**src/rtl/mips_main_control.sv**
```systemverilog
// Multi-cycle main control FSM for the MIPS datapath: opcode decode, datapath
// strobes, look-ahead aluOp for the registered ALU control, retired counter.
module mips_main_control #(
  parameter int CNT_W = 16
) (
  input  logic             clk,
  input  logic             rst_n,
  input  logic [5:0]       opcode,
  input  logic             zero,
  input  logic             mem_ready,
  output logic             mem_read,
  output logic             mem_write,
  output logic             ir_write,
  output logic             pc_write,
  output logic [1:0]       pc_src,
  output logic             alu_src_a,
  output logic [1:0]       alu_src_b,
  output logic             reg_write,
  output logic             reg_dst,
  output logic             mem_to_reg,
  output logic [2:0]       aluOp,
  output logic             instr_done,
  output logic             illegal_op,
  output logic [CNT_W-1:0] retired
);

  // state   | meaning
  // FETCH   | read instruction, PC += 4 when memory ready
  // DECODE  | register read, branch target precompute, opcode dispatch
  // EXEC    | ALU operation (R-type, immediate, address calc)
  // MEMACC  | lw read / sw write, held until memory ready
  // WB      | register file write
  // BRANCH  | compare rs/rt, conditional PC update
  // JUMP    | PC <= jump target
  typedef enum logic [2:0] {
    S_FETCH  = 3'd0,
    S_DECODE = 3'd1,
    S_EXEC   = 3'd2,
    S_MEMACC = 3'd3,
    S_WB     = 3'd4,
    S_BRANCH = 3'd5,
    S_JUMP   = 3'd6
  } state_t;

  localparam logic [5:0] OP_R    = 6'b000000;
  localparam logic [5:0] OP_LW   = 6'b100011;
  localparam logic [5:0] OP_SW   = 6'b101011;
  localparam logic [5:0] OP_BEQ  = 6'b000100;
  localparam logic [5:0] OP_BNE  = 6'b000101;
  localparam logic [5:0] OP_ADDI = 6'b001000;
  localparam logic [5:0] OP_ANDI = 6'b001100;
  localparam logic [5:0] OP_ORI  = 6'b001101;
  localparam logic [5:0] OP_J    = 6'b000010;

  state_t state, next_state;

  logic is_r, is_lw, is_sw, is_beq, is_bne, is_addi, is_andi, is_ori, is_j;
  logic is_alu_class;

  assign is_r    = (opcode == OP_R);
  assign is_lw   = (opcode == OP_LW);
  assign is_sw   = (opcode == OP_SW);
  assign is_beq  = (opcode == OP_BEQ);
  assign is_bne  = (opcode == OP_BNE);
  assign is_addi = (opcode == OP_ADDI);
  assign is_andi = (opcode == OP_ANDI);
  assign is_ori  = (opcode == OP_ORI);
  assign is_j    = (opcode == OP_J);
  assign is_alu_class = is_r | is_lw | is_sw | is_addi | is_andi | is_ori;

  logic       mem_read_c, mem_write_c, ir_write_c, pc_write_c;
  logic [1:0] pc_src_c, alu_src_b_c;
  logic       alu_src_a_c, reg_write_c, reg_dst_c, mem_to_reg_c;
  logic [2:0] alu_op_c;
  logic       instr_done_c, illegal_op_c;

  always_ff @(posedge clk or negedge rst_n) begin
    if (!rst_n) state <= S_FETCH;
    else        state <= next_state;
  end

  always_comb begin
    next_state   = state;
    mem_read_c   = 1'b0;
    mem_write_c  = 1'b0;
    ir_write_c   = 1'b0;
    pc_write_c   = 1'b0;
    pc_src_c     = 2'b00;
    alu_src_a_c  = 1'b0;
    alu_src_b_c  = 2'b00;
    reg_write_c  = 1'b0;
    reg_dst_c    = 1'b0;
    mem_to_reg_c = 1'b0;
    instr_done_c = 1'b0;
    illegal_op_c = 1'b0;
    case (state)
      S_FETCH: begin
        mem_read_c  = 1'b1;
        alu_src_b_c = 2'b01;
        if (mem_ready) begin
          ir_write_c = 1'b1;
          pc_write_c = 1'b1;
          next_state = S_DECODE;
        end
      end
      S_DECODE: begin
        alu_src_b_c = 2'b11;
        if (is_alu_class)           next_state = S_EXEC;
        else if (is_beq || is_bne)  next_state = S_BRANCH;
        else if (is_j)              next_state = S_JUMP;
        else begin
          illegal_op_c = 1'b1;
          next_state   = S_FETCH;
        end
      end
      S_EXEC: begin
        alu_src_a_c = 1'b1;
        alu_src_b_c = is_r ? 2'b00 : 2'b10;
        next_state  = (is_lw || is_sw) ? S_MEMACC : S_WB;
      end
      S_MEMACC: begin
        mem_read_c  = is_lw;
        mem_write_c = is_sw;
        if (mem_ready) begin
          instr_done_c = is_sw;
          next_state   = is_lw ? S_WB : S_FETCH;
        end
      end
      S_WB: begin
        reg_write_c  = 1'b1;
        reg_dst_c    = is_r;
        mem_to_reg_c = is_lw;
        instr_done_c = 1'b1;
        next_state   = S_FETCH;
      end
      S_BRANCH: begin
        alu_src_a_c  = 1'b1;
        pc_src_c     = 2'b01;
        pc_write_c   = (is_beq & zero) | (is_bne & ~zero);
        instr_done_c = 1'b1;
        next_state   = S_FETCH;
      end
      S_JUMP: begin
        pc_src_c     = 2'b10;
        pc_write_c   = 1'b1;
        instr_done_c = 1'b1;
        next_state   = S_FETCH;
      end
      default: next_state = S_FETCH;
    endcase
  end

  // ALU control registers aluOp, so the code tracks the state being entered.
  always_comb begin
    alu_op_c = 3'b000;
    if (next_state == S_EXEC) begin
      if (is_r)         alu_op_c = 3'b010;
      else if (is_addi) alu_op_c = 3'b101;
      else if (is_andi) alu_op_c = 3'b100;
      else if (is_ori)  alu_op_c = 3'b110;
    end else if (next_state == S_BRANCH) begin
      if (is_beq)       alu_op_c = 3'b001;
      else if (is_bne)  alu_op_c = 3'b111;
    end
  end

  always_ff @(posedge clk or negedge rst_n) begin
    if (!rst_n)            retired <= '0;
    else if (instr_done_c) retired <= retired + CNT_W'(1);
  end

  assign mem_read   = rst_n & mem_read_c;
  assign mem_write  = rst_n & mem_write_c;
  assign ir_write   = rst_n & ir_write_c;
  assign pc_write   = rst_n & pc_write_c;
  assign pc_src     = rst_n ? pc_src_c : 2'b00;
  assign alu_src_a  = rst_n & alu_src_a_c;
  assign alu_src_b  = rst_n ? alu_src_b_c : 2'b00;
  assign reg_write  = rst_n & reg_write_c;
  assign reg_dst    = rst_n & reg_dst_c;
  assign mem_to_reg = rst_n & mem_to_reg_c;
  assign aluOp      = rst_n ? alu_op_c : 3'b000;
  assign instr_done = rst_n & instr_done_c;
  assign illegal_op = rst_n & illegal_op_c;

endmodule

```
**config.mk**
```make
export PLATFORM = sky130hd
export DESIGN_NAME = mips_main_control
export DESIGN_NICKNAME = d
export VERILOG_FILES = /design/src/rtl/mips_main_control.sv
export SDC_FILE = /design/constraint.sdc
export NUM_CORES = 1
export LEC_CHECK = 0
export CAP_MARGIN = 5
export CORE_MARGIN = 2
export CORE_UTILIZATION = 30
export CTS_BUF_LIST = sky130_fd_sc_hd__clkbuf_8
export DETAILED_ROUTE_END_ITERATION = 8
export MAX_ROUTING_LAYER = met4
export SYNTH_ARGS = -nofsm -noshare
export SYNTH_HDL_FRONTEND = slang
export SYNTH_SLANG_ARGS = --single-unit
export TNS_END_PERCENT = 5
```
**constraint.sdc**
```tcl
create_clock -name clk -period 2.1 [get_ports clk]
set_clock_uncertainty 0.1 [all_clocks]
set_input_delay 0.42 -clock clk [delete_from_list [all_inputs] [get_ports clk]]
set_output_delay 0.42 -clock clk [all_outputs]
set_load 0.005 [all_outputs]
```
# Yosys cells after proc, flatten, opt, wreduce, memory -nomap -nowiden
# Index checks and enable logic that the tools add are counted.
[word_totals] output_inout_bits=33 reg_bits=19 word_cells=81 input_bits=10
[classes] n_reduce_logical=6 bitwise=19 n_eq_ne=16 addsub=1 n_mux=37
[ops] cell="3-bit 2-to-1 mux" count=16
[ops] cell="6-bit by 4-bit == test with 1-bit output (second input constant)" count=3
[ops] cell="16-bit by 1-bit adder with 16-bit output (second input constant)" count=1
[ops] cell="1-bit AND" count=12
[ops] cell="3-bit == test (second input constant)" count=4
[ops] cell="6-bit by 3-bit == test with 1-bit output (second input constant)" count=2
[ops] cell="6-bit == test (second input constant)" count=2
[ops] cell="1-bit 2-to-1 mux" count=12
[ops] cell="3-bit case mux with 4 select lines" count=1
[ops] cell="3-bit by 2-bit == test with 1-bit output (second input constant)" count=3
[ops] cell="6-bit by 2-bit == test with 1-bit output (second input constant)" count=1
[ops] cell="6-bit logical NOT" count=1
[ops] cell="2-bit 2-to-1 mux" count=3
[ops] cell="1-bit OR" count=6
[ops] cell="2-bit case mux with 3 select lines" count=1
[ops] cell="1-bit case mux with 2 select lines" count=2
[ops] cell="2-bit case mux with 2 select lines" count=1
[ops] cell="3-bit by 1-bit == test with 1-bit output (second input constant)" count=1
[ops] cell="3-bit logical NOT" count=1
[ops] cell="1-bit case mux with 3 select lines" count=1
[ops] cell="3-bit OR reduction" count=1
[ops] cell="1-bit logical OR" count=2
[ops] cell="2-bit OR reduction" count=1
[ops] cell="1-bit NOT" count=1

# Logic depth before layout (Yosys ltp)
[logic_depth] ltp_word=12 depth_mapped=6 depth_no_buf=4

# Least setup slack after synthesis
# No wires, ideal clock.
[synth_path] path_type="in2out" start="input opcode[0]" end="output aluOp[0]" stages=5 setup_slack_ns=0.011 path_buffers=1 arrival_time_ns=1.569 required_ns=1.580 cell_sequence="buf_6 a2111oi_2 a211oi_1 or3_1 o41ai_2"
[synth_via] elab_chain_cells=12 elab_cells_between_ends=33 cone_classes="eq/ne (10); mux (15); bitwise (5); reduce/logical (3)"
[synth_rtl] item="from (decl)" line_no="8" source="input logic [5:0] opcode,"
[synth_rtl] item="6-bit == test / 6-bit logical NOT (equally long branches)" line_no="61, 60"
[synth_rtl] item="1-bit OR (5 in a row)" line_no="69" source="assign is_alu_class = is_r | is_lw | is_sw | is_addi | is_andi | is_ori;"
[synth_rtl] item="3-bit 2-to-1 mux" line_no="108" source="if (is_alu_class) next_state = S_EXEC;"
[synth_rtl] item="3-bit case mux with 4 select lines" line_no="96" source="case (state)"
[synth_rtl] item="3-bit == test" line_no="161" source="end else if (next_state == S_BRANCH) begin"
[synth_rtl] item="3-bit 2-to-1 mux" line_no="161"
[synth_rtl] item="3-bit 2-to-1 mux *" line_no="156" source="if (next_state == S_EXEC) begin"
[synth_rtl] item="3-bit 2-to-1 mux *" line_no="182" source="assign aluOp = rst_n ? alu_op_c : 3'b000;"
[synth_rtl] item="to (decl)" line_no="21" source="output logic [2:0] aluOp,"
# Mark *: on every way between the ends. The rest lies on a longest branch, timed or not.

# Worst setup path after layout
[layout_path] start="register state[2]" end="output aluOp[0]"
[layout_via] elab_chain_cells=6 elab_cells_between_ends=12 cone_classes="eq/ne (5); mux (6); reduce/logical (1)"
[layout_rtl] item="from (decl)" line_no="55" source="state_t state, next_state;"
[layout_rtl] item="from (signal assigned)" line_no="79" source="else state <= next_state;"
[layout_rtl] item="3-bit by 2-bit == test with 1-bit output (tied with other cells)" line_no="96"
[layout_rtl] item="3-bit case mux with 4 select lines *" line_no="96"
[layout_rtl] item="3-bit == test" line_no="161"
[layout_rtl] item="3-bit 2-to-1 mux" line_no="161"
[layout_rtl] item="3-bit 2-to-1 mux *" line_no="156"
[layout_rtl] item="3-bit 2-to-1 mux *" line_no="182"
# Marks and branches as above.

==> flow_summary.ini <==
[setup_path]
startpoint_type = flop
critPathRequiredTime_ns = 1.58
path_buf_inv = 1
worstPathCellList = nor3b_2 > nand4b_1 > or3_4 > o41ai_2 > buf_2
cp_top_family = simple AND/OR/NAND/NOR gates
arrival_ns = 1.86
slowest_delay_ns = 0.41
critical_path_class = flop to output port
slowest_stage = dfrtp_1
crit_path_end_kind = output port
crit_fanout = 2

[detailed_routing]
dr.pass1.iters = 4
drt-initial-drc-count = 54
ant_nets = 0
wl_um = 4230
vias = 1392
viasPerCell = 5.08
wl_per_cell_um = 15.4
drc = 0

[synth]
seq_area_frac_synth_pct = 34.1
synth_top_cell_area_share_pct = 34.1
ys_types = 43
synth_top_cell_by_area = dfrtp_1
synthSimpleGateAreaFrac_pct = 34.1
avgSynthCellArea_um2 = 9.74
synth_common_cells = dfrtp_1, xor2_1, a21oi_1, nor3_1, nand2_1
syn_area_mm2 = 0.00139
yosysMostFrequentCell = dfrtp_1
synthAdderAreaFrac_pct = 0.898
synth_top_family_by_area = simple AND/OR/NAND/NOR gates
ys_seq_elements = 19
ys_warn_count = 0
synth_compound_area_share_pct = 13.4
syn_inst = 143
synth-edff-count = 0
synthTopCellsByArea = dfrtp_1, xor2_1, buf_6
async_flop_share_pct = 100
synth_nets = 154
synthFlopType = dfrtp_1
synthMuxAreaShare_pct = 0.809
synthXorXnorAreaFrac_pct = 10.1

[global_route]
grtUsageTotal_pct = 17.4
grt_pass1_vias = 1431
grt-ovfl-total = 0
grt_max_degree = 18
grt_pass1_wl_um = 7040
antenna_found_initial = 0

[timing]
rsz0062_at_grt = true
slew_headroom_pct = 78.4
fin_crit_sh_pct = 113
slew_viol_final = 0
min_period_ns = 2.38
finalHoldViolations = 0
fmax_mhz = 421
final-setup-viol-count = 4
setup_ws_ns = -0.278
worst_pin_slew_ns = 0.321

[place]
io_buffers = 42
dp_slack_ns = -1.02
globalplace.congestion = 0.893
place_hpwl_um = 3210
dp.cells = 264

[floorplanning]
die_x_um = 72.1
start_util_pct = 31.5
die_y_um = 72.1
rows = 24
ioPinCount = 43
core-area_mm2 = 0.00441
die_area_mm2 = 0.00520

[finish]
fin_nets = 234
synthToLayoutAreaGrowth_pct = 63.6
fill_cells = 408
antenna_cells = 0
drive_above_1_share_pct = 44.1
fin_cells = 274

[clock_tree]
cts_made_buffers = 3
cts.path.max_buffers = 2
cts_sinks = 19
tritoncts = yes
clk_latency_ns = 0.25
cts-root-buf = clkbuf_8
cts.htree.levels = 1
clk_pin_slew_worst_paths_ns = 0.07
ctsHoldBuffers = 0

[pwr]
leakagePower_nw = 1.05
power.density_mw_per_mm2 = 468
vdd_drop_max_v = 0.000448
power.total_mw = 1.07

[min_path]
hold_class = input port to asynchronous set/reset pin

[flow_run]
drv_cap = 0

[outcome]
failed_checks = setup timing
status = finished with violations
layout by cell type, fill, tap and decap left out, types with 5 or more instances in the layout:
cell type / netlist / final
nand4_1: 6 / 6
clkdlybuf4s50_1: 0 / 19
dfrtp_1: 19 / 19
buf_4: 0 / 32
a21oi_1: 8 / 7
nand2_1: 7 / 6
nor3_1: 8 / 7
nand3_1: 5 / 5
xor2_1: 14 / 14
buf_2: 0 / 14
buf_6: 5 / 6
worst paths after layout:
path,depth (start not counted),end,slack [ns],start
min reg2reg,1,retired[15],0.36,retired[15]
max in group asynchronous,4,retired[12],1.41,rst_n
min,3,retired[10],0.16,rst_n
max,5,aluOp[0],-0.28,state[2]
min in group clk,1,retired[15],0.36,retired[15]
max reg2reg,7,retired[12],0.20,state[2]
final cells by class:
class,count,area [um2],area share (%)
Clock inverter,1,5.00,0.220
Timing Repair Buffer,83,718,31.5
Sequential cell,19,475,20.9
Tap cell,52,65.1,2.86
Inverter,4,15.0,0.659
Multi-Input combinational cell,112,958,42.1
Clock buffer,3,41.3,1.81
report_power, final:
part	leakage [nW]	switching, mW	internal [mW]	total, mW
clock network	0.0255	0.124	0.132	0.255
registers	0.259	0.0423	0.398	0.440
logic	0.767	0.163	0.206	0.370
cell families (layout without fill, tap and decap cells):
family	after synthesis	after routing
flops	19	19
mux	1	1
xor+xnor	16	16
buf+inv	12	91
fa+ha+maj	1	1
simple gates	72	72
compound gates	22	22
stage by stage:
stage | hold WS (ns) | instance area, um2 | setup TNS [ns] | utilization [%]
6_report | 0.159 | 2280 | -0.747 | 51.6
3_3_place_gp | 0.358 | 2060 | -14.50 | 46.7
2_1_floorplan | 0.0244 | 1390 | 0 | -
5_1_grt | 0.161 | 2280 | -1.22 | 51.6
4_1_cts | 0.156 | 2220 | -1.30 | 50.3
3_5_place_dp | 0.356 | 2060 | -14.46 | 46.7
tightest hold or removal path, stage by stage:
cell and delay [ns]:
clkdlybuf4s15_2 0.19, buf_6 0.11, buf_12 0.13
what timing repair did:
| item | in CTS | in global routing |
|---|---|---|
| pin swaps | 8 | 9 |
| resized for setup | 97 | 18 |
| setup endpoints to repair | 22 | 14 |
| buffers inserted | 3 | 3 |
per-layer routing:
layer	vias to the layer above	wire length [um]	GRT usage, %
met2	32	2130	28.6
met3	2	152	2.50
li1	686	-	-
met4	0	23	2.52
met5	-	0	-
met1	672	1930	23.4
state kept, by name, indices dropped and copies added, names as in the netlist:
register,flops
retired,16
state,3
Power figures use the tool's default switching activity.
